### src/rtl/ps2_scancode_rx.sv
// PS/2 keyboard receiver: conditions the raw pins, deframes 11-bit frames and
// folds E0/F0 prefix bytes into is_extended/is_break on the following code byte.
module ps2_scancode_rx #(
    parameter int FILTER_LEN     = 4,
    parameter int TIMEOUT_CYCLES = 50000
) (
    input  logic       clk,
    input  logic       rst_n,
    input  logic       ps2_clk,
    input  logic       ps2_data,
    output logic [7:0] scancode,
    output logic       scancode_valid,
    output logic       is_break,
    output logic       is_extended,
    output logic       frame_err
);

    localparam int FC_W = $clog2(FILTER_LEN + 1);
    localparam int TO_W = $clog2(TIMEOUT_CYCLES + 1);
    localparam logic [FC_W-1:0] FC_LAST = FC_W'(FILTER_LEN - 1);
    localparam logic [TO_W-1:0] TO_LAST = TO_W'(TIMEOUT_CYCLES - 1);
    localparam logic [TO_W-1:0] TO_MAX  = '1;

    typedef enum logic [1:0] {S_IDLE, S_DATA, S_PARITY, S_STOP} state_t;

    state_t          state, next_state;
    logic            clk_s1, clk_s2, dat_s1, dat_s2;
    logic            filt_clk;
    logic [FC_W-1:0] filt_cnt;
    logic [TO_W-1:0] to_cnt;
    logic [2:0]      bit_cnt;
    logic [7:0]      shreg;
    logic            par_bit;
    logic            brk, ext;
    logic            fall_evt, rx_bit, to_hit, frame_done, timeout, frame_good;

    always_ff @(posedge clk or negedge rst_n) begin
        if (!rst_n) begin
            clk_s1 <= 1'b1;
            clk_s2 <= 1'b1;
            dat_s1 <= 1'b1;
            dat_s2 <= 1'b1;
        end else begin
            clk_s1 <= ps2_clk;
            clk_s2 <= clk_s1;
            dat_s1 <= ps2_data;
            dat_s2 <= dat_s1;
        end
    end

    // The filtered clock only follows the synced pin after FILTER_LEN disagreeing samples in a row.
    always_ff @(posedge clk or negedge rst_n) begin
        if (!rst_n) begin
            filt_clk <= 1'b1;
            filt_cnt <= '0;
        end else if (clk_s2 != filt_clk) begin
            if (filt_cnt == FC_LAST) begin
                filt_clk <= clk_s2;
                filt_cnt <= '0;
            end else begin
                filt_cnt <= filt_cnt + FC_W'(1);
            end
        end else begin
            filt_cnt <= '0;
        end
    end

    // The falling event fires in the cycle the filter commits to low.
    assign fall_evt   = filt_clk & ~clk_s2 & (filt_cnt == FC_LAST);
    assign rx_bit     = dat_s2;
    assign to_hit     = (to_cnt == TO_LAST) & ~fall_evt;
    assign frame_good = rx_bit & (^{shreg, par_bit});

    always_comb begin
        next_state = state;
        frame_done = 1'b0;
        timeout    = 1'b0;
        case (state)
            S_IDLE: begin
                if (fall_evt && !rx_bit) next_state = S_DATA;
            end
            S_DATA: begin
                if (to_hit) begin
                    next_state = S_IDLE;
                    timeout    = 1'b1;
                end else if (fall_evt && bit_cnt == 3'd7) begin
                    next_state = S_PARITY;
                end
            end
            S_PARITY: begin
                if (to_hit) begin
                    next_state = S_IDLE;
                    timeout    = 1'b1;
                end else if (fall_evt) begin
                    next_state = S_STOP;
                end
            end
            S_STOP: begin
                if (to_hit) begin
                    next_state = S_IDLE;
                    timeout    = 1'b1;
                end else if (fall_evt) begin
                    next_state = S_IDLE;
                    frame_done = 1'b1;
                end
            end
            default: next_state = S_IDLE;
        endcase
    end

    always_ff @(posedge clk or negedge rst_n) begin
        if (!rst_n) state <= S_IDLE;
        else        state <= next_state;
    end

    always_ff @(posedge clk or negedge rst_n) begin
        if (!rst_n) begin
            to_cnt  <= '0;
            bit_cnt <= '0;
            shreg   <= '0;
            par_bit <= 1'b0;
        end else begin
            if (state == S_IDLE || fall_evt) begin
                to_cnt <= '0;
            end else if (to_cnt != TO_MAX) begin
                to_cnt <= to_cnt + TO_W'(1);
            end
            if (state == S_IDLE && fall_evt) begin
                bit_cnt <= '0;
            end else if (state == S_DATA && fall_evt) begin
                shreg[bit_cnt] <= rx_bit;
                bit_cnt        <= bit_cnt + 3'd1;
            end
            if (state == S_PARITY && fall_evt) par_bit <= rx_bit;
        end
    end

    // Prefix bytes only arm flags; the next good code byte consumes them.
    always_ff @(posedge clk or negedge rst_n) begin
        if (!rst_n) begin
            scancode       <= '0;
            scancode_valid <= 1'b0;
            is_break       <= 1'b0;
            is_extended    <= 1'b0;
            frame_err      <= 1'b0;
            brk            <= 1'b0;
            ext            <= 1'b0;
        end else begin
            scancode_valid <= 1'b0;
            frame_err      <= 1'b0;
            if (timeout) begin
                frame_err <= 1'b1;
                brk       <= 1'b0;
                ext       <= 1'b0;
            end else if (frame_done) begin
                if (!frame_good) begin
                    frame_err <= 1'b1;
                    brk       <= 1'b0;
                    ext       <= 1'b0;
                end else if (shreg == 8'hE0) begin
                    ext <= 1'b1;
                end else if (shreg == 8'hF0) begin
                    brk <= 1'b1;
                end else begin
                    scancode       <= shreg;
                    is_break       <= brk;
                    is_extended    <= ext;
                    scancode_valid <= 1'b1;
                    brk            <= 1'b0;
                    ext            <= 1'b0;
                end
            end
        end
    end

endmodule

### config.mk
export PLATFORM = sky130hd
export DESIGN_NAME = ps2_scancode_rx
export DESIGN_NICKNAME = d
export VERILOG_FILES = /design/src/rtl/ps2_scancode_rx.sv
export SDC_FILE = /design/constraint.sdc
export NUM_CORES = 1
export LEC_CHECK = 0
export ABC_CLOCK_PERIOD_IN_PS = 2400
export CORE_ASPECT_RATIO = 0.8
export CORE_MARGIN = 1
export CORE_UTILIZATION = 45
export CTS_CLUSTER_DIAMETER = 30
export CTS_CLUSTER_SIZE = 14
export DETAILED_ROUTE_END_ITERATION = 12
export GPL_ROUTABILITY_DRIVEN = 0
export MAX_ROUTING_LAYER = met4
export SLEW_MARGIN = 20
export SYNTH_ARGS = -nofsm -noshare
export SYNTH_HDL_FRONTEND = slang
export SYNTH_SLANG_ARGS = --single-unit
### constraint.sdc
create_clock -name clk -period 2.4 [get_ports clk]
set_input_delay 0.36 -clock clk [delete_from_list [all_inputs] [get_ports clk]]
set_output_delay 0.36 -clock clk [all_outputs]
set_load 0.01 [all_outputs]
Word-level counts from Yosys, hierarchy flattened
Index checks and enable logic that the tools add are counted.

operators by class
  add/sub/neg operators = 3
  multiply operators = 0
  divide/modulo/power cells = 0
  order comparisons = 2
  equal/unequal tests = 16
  shift operators = 0
  muxes and demuxes = 40
  bitwise logic cells = 10
  reductions and logical operators = 20

operators with widths
  operator                                            number
  two-way mux 16 bit                                  2
  two-way mux 1 bit                                   24
  adder 16 x 1 -> 16 bit, second input constant       1
  == test 16 bit, second input constant               1
  == test 8 bit, second input constant                2
  != test 16 bit, second input constant               1
  two-way mux 2 bit                                   7
  two-way mux 3 bit                                   4
  != test 3 bit, second input constant                4
  parity 9 bit                                        1
  bitwise mux 8 bit                                   1
  one-hot mux 2 bit (4 select lines)                  1
  AND reduction 2 bit                                 4
  adder 3 x 1 -> 3 bit, second input constant         2
  logical AND 1 bit                                   6
  NOT 1 bit                                           6
  nonzero test 2 bit                                  3
  AND reduction 5 bit                                 1
  bitwise AND 1 bit                                   4
  == test 2 bit, second input constant                2
  < comparator 3 x 4 -> 1 bit, second input constant  1
  != test 4 bit, second input constant                1
  AND reduction 4 bit                                 1
  demux 1 bit (select 3 bit)                          1
  10 further kinds                                    10

storage, ports and cells
  flip-flop bits (word level) = 52
  bits in latches = 0
  RAM bits = 0
  bits in read-only memories = 0
  output and inout bits = 12
  logic and storage cells = 109
  memories kept = 0

Logic depth before layout (Yosys ltp)
Gate-level depths: netlist (run 1).

  word-level depth = 9
  gate-level depth with buffers = 8
  depth with buffers taken out = 7

Least setup slack after synthesis (run 1)
Ideal clock, no wire load.

  path type = flip-flop to flip-flop
  from = reg filt_clk
  to = reg is_break
  arrival time = 2.048 ns
  required time = 2.275 ns
  path slack = 0.227 ns
  cell stages (with the launch flop) = 8
  path through = dfstp_2 > ha_1 > and3b_1 > nor2_1 > a21o_2 > nor4b_2 > buf_6 > mux2_4

on the way
  cells in the longest elaborated chain, start to end = 8
  elaborated cells between the ends (all ways) = 11
  classes of those cells = mux (5); bitwise (5); reduce/logical (1)

RTL lines
  item                                 line        RTL
  start, declared                      28          logic filt_clk;
  start signal, assigned               58          filt_clk <= clk_s2;
  bitwise AND 1 bit (*) (2 in series)  69          assign fall_evt = filt_clk & ~clk_s2 & (filt_cnt == FC_LAST);
  NOT 1 bit                            71          assign to_hit = (to_cnt == TO_LAST) & ~fall_evt;
  bitwise AND 1 bit                    71
  two-way mux 1 bit                    83, 91, 99
  two-way mux 1 bit                    n/a
  NOT 1 bit (no line)                  n/a
  AND reduction 5 bit (no line) (*)    n/a
  end signal, assigned                 166         is_break <= brk;
  end, declared                        13          output logic is_break,

Mark *: on every way between the ends. The rest lies on a longest branch, timed or not.
A chain may end at the register's enable or synchronous reset.

Final worst setup path (run 1)
  from = reg to_cnt[0]
  to = reg to_cnt[7]

on the way
  cells in the longest elaborated chain, start to end = 3
  elaborated cells between the ends (all ways) = 5
  classes of those cells = add/sub (1); eq/ne (1); mux (2); reduce/logical (1)

RTL lines
  item                    line  RTL
  start, declared         30    logic [TO_W-1:0] to_cnt;
  start signal, assigned  126   to_cnt <= to_cnt + TO_W'(1);
  adder 16 x 1 -> 16 bit  126
  two-way mux 16 bit      125   end else if (to_cnt != TO_MAX) begin
  two-way mux 16 bit      123   if (state == S_IDLE || fall_evt) begin

Several ways; a longest one is shown, not always the timed one. The select of a mux whose other input is x is not followed.

==> results of run 1 <==
-- metrics by stage --
step | utilization | power [uW] | instances | setup slack [ns]
floorplan | - | 1050 | 217 | 0.227
global placement | 0.529 | 1110 | 294 | 0.207
detailed placement | 0.529 | 1120 | 294 | 0.169
CTS | 0.550 | 1650 | 303 | 0.146
global route | 0.553 | 1720 | 304 | 0.0168
finish | 0.553 | 1640 | 304 | 0.138
-- layer usage --
layer | global-route usage | vias to the layer above | wire length, um | part of all wire
li1 | - | 831 | - | -
met1 | 0.262 | 846 | 2620 | 0.52
met2 | 0.289 | 42 | 2260 | 0.45
met3 | 0.0393 | 5 | 156 | 0.031
met4 | 0.0625 | 0 | 33 | 0.0065
met5 | - | - | 0 | 0
-- flip-flops by register name, indices dropped and copies added (netlist names), 2 cells and up --
name,flops
state,2
filt_cnt,3
scancode,8
bit_cnt,3
to_cnt,16
shreg,8
-- what timing repair did --
| action | in CTS | in global routing |
|---|---|---|
| endpoints found under the hold margin | 18 | 0 |
| hold buffers | 1 | 0 |
| setup buffers | 0 | 0 |
| gates resized for setup | 0 | 3 |
| endpoints found under the setup margin | 0 | 1 |
-- kinds of logic (layout without fill, tap and decap cells) --
| logic type | count (synthesis) | after routing | share of synthesized area |
|---|---|---|---|
| AO/OA/AOI/OAI | 30 | 30 | 0.0846 |
| XOR/XNOR | 16 | 16 | 0.0616 |
| adder cells (fa/ha/maj) | 5 | 5 | 0.0250 |
| buffers and inverters | 10 | 35 | 0.0180 |
| flip-flops | 52 | 52 | 0.523 |
| multiplexers | 19 | 19 | 0.0991 |
| AND/OR/NAND/NOR | 85 | 85 | 0.188 |
-- final cells by class --
type                       instances  share of cell area
multi-input combinational        155               0.403
inverter                           3             0.00393
sequential                        52               0.457
clock buffer                       8              0.0349
timing repair buffer              24              0.0743
tap                               62              0.0271
-- how the worst max path moves through the flow --
stage	to	slack, ns	cells past startpoint
2_1_floorplan	is_break	0.23	7
3_3_place_gp	scancode[4]	0.21	7
3_5_place_dp	scancode[6]	0.17	6
4_1_cts	scancode[4]	0.15	7
5_1_grt	to_cnt[4]	0.02	6
6_report	to_cnt[7]	0.14	6
-- cells in the mapped netlist, drive strengths merged, types with 2 or more instances --
cell type,n
clkbuf,6
nand3b,3
o2bb2a,2
o21ai,7
dfstp,5
nand2b,2
nor3,5
a21oi,4
nor2,25
inv,3
ha,5
o2111ai,3
nand4,5
xnor2,4
or4,3
xor2,11
nor3b,4
nand2,16
nand3,8
dfrtp,47
o211ai,5
a21o,2
a211oi,2
mux2,19
and3,3
-- power by group through the flow --
| stage | registers (uW) | clock network, uW | logic [uW] |
|---|---|---|---|
| 2_1_floorplan | 954 | 0 | 98.4 |
| 4_1_cts | 942 | 552 | 159 |
| 3_3_place_gp | 957 | 0 | 150 |
| 3_5_place_dp | 959 | 0 | 157 |
| 5_1_grt | 947 | 590 | 181 |
| 6_report | 941 | 539 | 157 |
-- worst register-to-register path, cell delays in order, from the launching register on --
cell	delay (ns)
dfrtp_1	0.40
ha_1	0.23
nand3_1	0.21
or2_2	0.46
nor2_1	0.45
o311ai_0	0.26
o41ai_1	0.14
==> metrics.md, run 1 <==
| Metric | Value |
|---|---|
| Ports | `16` |
| Synth unique cells | `47` |
| 1st-iter DRT viols | `97` |
| Layout Nets | `250` |
| Syn Area/Cell | `11.5 sq um` |
| Max VDD drop | `0.383 mV` |
| Number of max-cap violations | `0` |
| Tmin final | `2.26 ns` |
| Clock skew | `0.00933 ns` |
| Net Count, Synth | `226` |
| CP startpoint | `to_cnt[0]` |
| Layout cells sized above 1 | `0.190` |
| Post-DP Area | `0.00274 sq mm` |
| Slew Limit Fails | `0` |
| P_int | `1240 uW` |
| # clock sinks | `52` |
| Initial antenna violation count | `0` |
| Count of input and output buffers | `15` |
| Seq/Total Area, Yosys | `0.523` |
| Worst hold-check path type | `register to register` |
| H-tree depth | `2` |
| Via/cell ratio | `5.67` |
| ANT nets after route | `0` |
| Remaining global-route overflow | `0` |
| Status | `completed` |
| Critical Path Slowest Stage Cell | `or2_2` |
| Synth area leader | `dfrtp_1` |
| Period utilization | `0.942` |
| Full die area | `0.00586 sq mm` |
| Combinational Power Share | `0.096` |
| Multi-input combinational cell area | `0.00115 sq mm` |
| Final hold slack | `0.359 ns` |
| Synth Register Bits | `52` |
| Cts bufs inserted | `5` |
| Hold-critical path endpoint | `clk_s2` |
| Worst path bufs/invs | `0` |
| Hold path startpoint | `clk_s1` |
| Clock Pin Slew Worst Setup and Hold Paths | `0.09 ns` |
| Commonest non-fill, non-tap cell in the layout | `dfrtp_1` |
| Post-synth ARST share | `1.00` |
| Wirelength, routed | `5070 um` |
| Initial Util | `0.482` |
| Worst reg-to-reg path cell count | `6` |
| Max Fclk | `442 MHz` |
| Worst setup EP type | `register` |
| CP Data Required Time | `2.57 ns` |
| Top cells by area in the synthesized netlist | `dfrtp_1 (47%), mux2_4 (5.4%), dfstp_2 (5.3%), mux2_2 (4.5%), xor2_1 (3.9%)` |
| Hold depth | `0` |
| Row count | `23` |
| Largest net degree at the start of global routing | `21` |
| Worst slew margin | `0.653` |
| Number of flops mapped to enable cells by yosys | `0` |
| Share of the synthesized area in the top cell type | `0.471` |
| Sequential share of power | `0.575` |
| GRT Total Usage | `0.191` |
| R2R setup slack | `0.14 ns` |
| Unrepaired setup endpoints after global routing | `no` |
| Drt first pass iters | `5` |
| Die height | `68.7 um` |
| CP delay by family, top | `simple AND/OR/NAND/NOR gates` |
| Chip width | `85.3 um` |
| Root Driver | `clkbuf_8` |
| # diodes | `0` |
| Syn. warnings | `0` |
| Post-Synthesis Cell Area | `0.00250 sq mm` |
| Critical Path AT | `2.43 ns` |
| DRC Markers | `0` |
| Vias | `1,724` |
| First-pass GRT wire length | `8180 um` |
| Reg2reg end | `to_cnt[7]` |
| Reg2reg start | `to_cnt[0]` |
| Most used cells in the layout excluding fill and tap cells | `dfrtp_1 (47), nor2_1 (25), nand2_1 (16)` |
| WL per Instance | `16.7 um` |
| Ys flop type | `dfrtp_1` |
| CP max stage delay | `0.46 ns` |
| Layout fillers | `428` |
| CP Launch Type | `register` |
| Post-route cell area | `0.00286 sq mm` |
| Synthesized instance count | `217` |
| TNS Setup | `0 ns` |
| Switching share of power | `0.240` |
| Clock network power share | `0.329` |
| Synth-to-layout area growth | `14.6%` |
| LEAKAGE | `0.00132 uW` |
| Final Hold Fails | `0` |
| Register area | `0.00131 sq mm` |
| Worst-Skew Late Latency | `0.30 ns` |
| Final Setup Violations | `0` |
| Worst slew pin tran | `0.516 ns` |
| Vias in the first global route | `1,622` |
| Core area | `0.00518 sq mm` |
| Pwr Density | `572 mW/mm^2` |
| Sw Pwr | `393 uW` |
| CP Max Fanout | `10` |
| Clk buf depth | `2` |
| Post-DP HPWL | `3640 um` |
| WS Path Type | `register to register` |
| CTS tree | `done` |
| Worst-path cell chain | `ha_1 -> nand3_1 -> or2_2 -> nor2_1 -> o311ai_0 -> o41ai_1` |
(Power assumes the default switching activity.)
==> inputs of run 2 (changes only) <==
==> constraint.sdc (replaced) <==
create_clock -name clk -period 2.4 [get_ports clk]
set_input_delay 0.24 -clock clk [delete_from_list [all_inputs] [get_ports clk]]
set_output_delay 0.24 -clock clk [all_outputs]
set_load 0.01 [all_outputs]
==> metrics.md, run 2 (synthesis results as in run 1) <==
| Metric | Value |
|---|---|
| Status | `completed (unchanged)` |
| Layout Nets | `249 (was 250)` |
| WP depth | `7 (was 6)` |
| WL per Instance | `15.3 um (was 16.7 um)` |
| CTS tree | `done (unchanged)` |
| Pwr Density | `557 mW/mm^2 (was 572 mW/mm^2)` |
| Fin util | `0.548 (was 0.553)` |
| Remaining global-route overflow | `0 (unchanged)` |
| CP delay by family, top | `simple AND/OR/NAND/NOR gates (unchanged)` |
| Count of input and output buffers | `15 (unchanged)` |
| CP Launch Type | `register (unchanged)` |
| Chip width | `85.3 um (unchanged)` |
| Critical Path Slowest Stage Cell | `dfstp_2 (was or2_2)` |
| Root Driver | `clkbuf_8 (unchanged)` |
| Worst path bufs/invs | `1 (was 0)` |
| Layout fillers | `442 (was 428)` |
| Synth-to-layout area growth | `13.6% (was 14.6%)` |
| Post-DP HPWL | `3410 um (was 3640 um)` |
| Final Setup Violations | `0 (unchanged)` |
| Via/cell ratio | `5.74 (was 5.67)` |
| R2R setup slack | `0.16 ns (was 0.14 ns)` |
| Clock Pin Slew Worst Setup and Hold Paths | `0.09 ns (about the same)` |
| Worst-Skew Late Latency | `0.31 ns (was 0.30 ns)` |
| GRT Total Usage | `0.176 (was 0.191)` |
| WS Path Type | `register to register (unchanged)` |
| Reg2reg start | `filt_clk (was to_cnt[0])` |
| Register with the most flip-flops | `to_cnt (unchanged)` |
| Full die area | `0.00586 sq mm (unchanged)` |
| DRC Markers | `0 (unchanged)` |
| Critical Path AT | `2.43 ns (about the same)` |
| H-tree depth | `2 (unchanged)` |
| Worst hold-check path type | `input port to register (was register to register)` |
| LEAKAGE | `0.00130 uW (was 0.00132 uW)` |
| Wirelength, routed | `4640 um (was 5070 um)` |
| Layout cells sized above 1 | `0.191 (was 0.190)` |
| First-pass GRT wire length | `7600 um (was 8180 um)` |
| Period utilization | `0.932 (was 0.942)` |
| Number of max-cap violations | `0 (unchanged)` |
| Cts bufs inserted | `5 (unchanged)` |
| Core area | `0.00518 sq mm (unchanged)` |
| 1st-iter DRT viols | `68 (was 97)` |
| Fin cells | `303 (was 304)` |
| Worst reg-to-reg path cell count | `7 (was 6)` |
| Final Hold Fails | `0 (unchanged)` |
| Hold-critical path endpoint | `clk_s1 (was clk_s2)` |
| Hold path startpoint | `ps2_clk (was clk_s1)` |
| Largest net degree at the start of global routing | `26 (was 21)` |
| Worst setup EP type | `register (unchanged)` |
| Clock skew | `0.00798 ns (was 0.00933 ns)` |
| Vias in the first global route | `1,675 (was 1,622)` |
| Hold depth | `1 (was 0)` |
| Row count | `23 (unchanged)` |
| CP max stage delay | `0.54 ns (was 0.46 ns)` |
| Initial antenna violation count | `0 (unchanged)` |
| CP Max Fanout | `11 (was 10)` |
| Most used cells in the layout excluding fill and tap cells | `dfrtp_1 (47), nor2_1 (25), nand2_1 (16) (unchanged)` |
| Slew Limit Fails | `0 (unchanged)` |
| CP Data Required Time | `2.59 ns (was 2.57 ns)` |
| Worst slew margin | `0.619 (was 0.653)` |
| Worst slew pin tran | `0.571 ns (was 0.516 ns)` |
| # diodes | `0 (unchanged)` |
| Top Registers | `to_cnt x16, scancode x8, shreg x8 (unchanged)` |
| Max VDD drop | `0.419 mV (was 0.383 mV)` |
| Inst Count DP | `294 (unchanged)` |
| Drt first pass iters | `4 (was 5)` |
| Tmin final | `2.24 ns (was 2.26 ns)` |
| Max Fclk | `447 MHz (was 442 MHz)` |
| Commonest non-fill, non-tap cell in the layout | `dfrtp_1 (unchanged)` |
| ANT nets after route | `0 (unchanged)` |
| Vias | `1,739 (was 1,724)` |
| Unrepaired setup endpoints after global routing | `no (unchanged)` |
| Reg2reg end | `scancode[4] (was to_cnt[7])` |
| Ports | `16 (unchanged)` |
| Clk buf depth | `2 (unchanged)` |
| TNS Setup | `0 ns (unchanged)` |
| Worst-path cell chain | `ha_1 -> and3b_1 -> nor2_1 -> a21o_2 -> nor4b_2 -> buf_4 -> mux2_2 (was ha_1 -> nand3_1 -> or2_2 -> nor2_1 -> o311ai_0 -> o41ai_1)` |
| Die height | `68.7 um (unchanged)` |
| # clock sinks | `52 (unchanged)` |
| Initial Util | `0.482 (unchanged)` |
| Number of flip-flops in the largest register | `16 (unchanged)` |
-- run 2: cell count changes in the layout (fill, tap and decap cells not counted) --
cell | before | now
nor4b_2 | 0 | 1
clkbuf_8 | 7 | 5
clkinv_2 | 0 | 2
nor4b_4 | 1 | 0
buf_2 | 2 | 1
clkinv_4 | 0 | 1
clkbuf_1 | 1 | 0
-- run 2: area by class of cell --
| cell class | count | area (sq um) | area share |
|---|---|---|---|
| multi-input cells | 155 | 1150 | 0.404 |
| clock inverters | 3 | 18.8 | 0.00661 |
| clock buffers | 5 | 68.8 | 0.0243 |
| repair buffers | 23 | 208 | 0.0732 |
| inverters | 3 | 11.3 | 0.00397 |
| flip-flops and latches | 52 | 1310 | 0.461 |
| well taps | 62 | 77.6 | 0.0273 |
-- run 2: worst register-to-register path, cell delays in order (launching register included) --
cell and delay [ns]:
dfstp_2 0.54, ha_1 0.16, and3b_1 0.21, nor2_1 0.09, a21o_2 0.24, nor4b_2 0.27
buf_4 0.26, mux2_2 0.35
-- run 2: metrics by stage --
step | power, uW | cell area [sq um] | hold slack, ns | setup slack, ns
3_3_place_gp | 1110 | 2740 | 0.245 | 0.207
3_5_place_dp | 1110 | 2740 | 0.261 | 0.188
6_report | 1580 | 2840 | 0.327 | 0.163
4_1_cts | 1610 | 2840 | 0.314 | 0.167
2_1_floorplan | 1050 | 2500 | -0.0556 | 0.227
5_1_grt | 1660 | 2840 | 0.313 | 0.0208
-- run 2: worst max path at each step --
| stage | end | startpoint |
|---|---|---|
| 6_report | scancode[4] | filt_clk |
| 4_1_cts | scancode[4] | filt_clk |
| 2_1_floorplan | is_break | filt_clk |
| 3_5_place_dp | scancode[4] | filt_clk |
| 3_3_place_gp | scancode[4] | filt_clk |
| 5_1_grt | to_cnt[7] | to_cnt[0] |
-- run 2: what timing repair did --
action	in CTS	in global routing
buffers inserted	0	0
resized for setup	0	0
hold buffers	1	0
endpoints found under the hold margin	20	0
-- run 2: routing by layer --
layer / GRT usage / share of wire
met1: 0.226 / 0.52
met2: 0.279 / 0.43
met3: 0.0381 / 0.034
met4: 0.0646 / 0.012
met5: - / 0
-- run 2: where the power goes --
group / total, uW / leakage (uW) / internal [uW] / switching, uW
registers: 947 / 0.000706 / 919 / 28.1
clock network: 484 / 0.0000479 / 204 / 280
logic: 149 / 0.000546 / 61.1 / 88.2
total: 1580 / 0.00130 / 1180 / 397
==> inputs of run 3 (changes only) <==
--- a/config.mk
+++ b/config.mk
@@ -14,6 +14,7 @@
 export DETAILED_ROUTE_END_ITERATION = 12
 export GPL_ROUTABILITY_DRIVEN = 0
 export MAX_ROUTING_LAYER = met4
+export REMOVE_ABC_BUFFERS = 1
 export SLEW_MARGIN = 20
 export SYNTH_ARGS = -nofsm -noshare
 export SYNTH_HDL_FRONTEND = slang
==> metrics.md, run 3 (synthesis results as in run 1) <==
| Metric | Value |
|---|---|
| Status | `completed (unchanged)` |
| CP Launch Type | `register (unchanged)` |
| Final hold slack | `0.342 ns (was 0.327 ns)` |
| WS Path Type | `register to register (unchanged)` |
| Reg2reg end | `scancode[4] (unchanged)` |
| Drt first pass iters | `4 (unchanged)` |
| WL per Instance | `15.8 um (was 15.3 um)` |
| Root Driver | `clkbuf_8 (unchanged)` |
| Synth-to-layout area growth | `15.4% (was 13.6%)` |
| Count of input and output buffers | `15 (unchanged)` |
| Setup bufs post-CTS | `0 (unchanged)` |
| Cts bufs inserted | `5 (unchanged)` |
| Die height | `68.7 um (unchanged)` |
| Vias in the first global route | `1,625 (was 1,675)` |
| Register area | `0.00131 sq mm (unchanged)` |
| Clock skew | `0.00293 ns (was 0.00798 ns)` |
| Core area | `0.00518 sq mm (unchanged)` |
| Largest net degree at the start of global routing | `37 (was 26)` |
| Final Setup Violations | `0 (unchanged)` |
| Commonest non-fill, non-tap cell in the layout | `dfrtp_1 (unchanged)` |
| Slew Limit Fails | `0 (unchanged)` |
| Layout fillers | `450 (was 442)` |
| Worst slew margin | `0.701 (was 0.619)` |
| Layout Nets | `249 (unchanged)` |
| GRT Total Usage | `0.184 (was 0.176)` |
| TNS Setup | `0 ns (unchanged)` |
| Worst setup EP type | `register (unchanged)` |
| 1st-iter DRT viols | `60 (was 68)` |
| Most used cells in the layout excluding fill and tap cells | `dfrtp_1 (47), nor2_1 (25), nand2_1 (16) (unchanged)` |
| DRC Markers | `0 (unchanged)` |
| Vias | `1,686 (was 1,739)` |
| Max VDD drop | `0.420 mV (was 0.419 mV)` |
| Row count | `23 (unchanged)` |
| Critical Path AT | `2.42 ns (was 2.43 ns)` |
| Period utilization | `0.928 (was 0.932)` |
| H-tree depth | `2 (unchanged)` |
| R2R setup slack | `0.17 ns (was 0.16 ns)` |
| # diodes | `0 (unchanged)` |
| Hold path startpoint | `ps2_data (was ps2_clk)` |
| Number of flip-flops in the largest register | `16 (unchanged)` |
| Full die area | `0.00586 sq mm (unchanged)` |
| Worst hold-check path type | `input port to register (unchanged)` |
| Clk buf depth | `2 (unchanged)` |
| Chip width | `85.3 um (unchanged)` |
| # clock sinks | `52 (unchanged)` |
| Post-DP HPWL | `3440 um (was 3410 um)` |
| Max Fclk | `449 MHz (was 447 MHz)` |
| Number of max-cap violations | `0 (unchanged)` |
| Multi-input combinational cell area | `0.00115 sq mm (unchanged)` |
| Pwr Density | `584 mW/mm^2 (was 557 mW/mm^2)` |
| Unrepaired setup endpoints after global routing | `no (unchanged)` |
| CP Data Required Time | `2.59 ns (about the same)` |
| Tmin final | `2.23 ns (was 2.24 ns)` |
| Total power | `1680 uW (was 1580 uW)` |
| ANT nets after route | `0 (unchanged)` |
| Worst slew pin tran | `0.447 ns (was 0.571 ns)` |
| Worst slack at placement | `0.192 ns (was 0.188 ns)` |
| Register with the most flip-flops | `to_cnt (unchanged)` |
| CTS tree | `done (unchanged)` |
| CP Max Fanout | `11 (unchanged)` |
| Hold-critical path endpoint | `dat_s1 (was clk_s1)` |
| First-pass GRT wire length | `7900 um (was 7600 um)` |
| Reg2reg start | `filt_clk (unchanged)` |
| Final Hold Fails | `0 (unchanged)` |
| Fin util | `0.557 (was 0.548)` |
| Worst reg-to-reg path cell count | `7 (unchanged)` |
| Clock Pin Slew Worst Setup and Hold Paths | `0.09 ns (about the same)` |
| Wirelength, routed | `4780 um (was 4640 um)` |
| Initial Util | `0.482 (unchanged)` |
| LEAKAGE | `0.00132 uW (was 0.00130 uW)` |
| Via/cell ratio | `5.56 (was 5.74)` |
| Top Registers | `to_cnt x16, scancode x8, shreg x8 (unchanged)` |
| Layout cells sized above 1 | `0.187 (was 0.191)` |
| Hold depth | `1 (unchanged)` |
| Worst-Skew Late Latency | `0.30 ns (was 0.31 ns)` |
| Remaining global-route overflow | `0 (unchanged)` |
| Ports | `16 (unchanged)` |
| Final Worst Setup Slack | `0.174 ns (was 0.163 ns)` |
| Initial antenna violation count | `0 (unchanged)` |
[run 3: worst max path at each step]
stage              from     endpoint  slack, ns
2_1_floorplan  filt_clk  scancode[4]      -0.39
3_3_place_gp   filt_clk  scancode[4]       0.22
3_5_place_dp   filt_clk  scancode[4]       0.19
4_1_cts        filt_clk  scancode[4]       0.17
5_1_grt        filt_clk  scancode[4]       0.05
6_report       filt_clk  scancode[4]       0.17
[run 3: through the flow]
stage	instances	instance area, sq um
after floorplan	210	2460
after detailed placement	294	2770
after global routing	303	2880
after CTS	303	2880
after global placement	294	2770
final	303	2880
[run 3: worst max-delay path, stage by stage, from the launching register on]
cell	delay, ns
dfstp_2	0.54
ha_1	0.17
and3b_1	0.19
nor2_1	0.08
a21o_2	0.24
nor4b_2	0.37
buf_12	0.20
mux2_2	0.33
[run 3: layer usage]
layer,track usage,share of wire,up-vias
met2,0.262,0.41,22
met4,0.0438,0.0050,0
met1,0.268,0.55,838
met5,-,0,-
li1,-,-,824
met3,0.0405,0.031,2
[run 3: timing repair]
item,CTS,global route
hold buffers,1,0
resized for setup,0,0
hold endpoints to repair,13,0
[run 3: report_power, final]
group	switching (uW)	total, uW	internal, uW
logic	93.1	156	63.0
clock network	276	586	310
registers	24.2	943	919
[run 3: area by class of cell]
| type | instances | area share |
|---|---|---|
| flip-flops and latches | 52 | 0.454 |
| multi-input cells | 155 | 0.398 |
| repair buffers | 23 | 0.0807 |
| well taps | 62 | 0.0269 |
| clock buffers | 6 | 0.0252 |
| clock inverters | 2 | 0.0122 |
| inverters | 3 | 0.00391 |
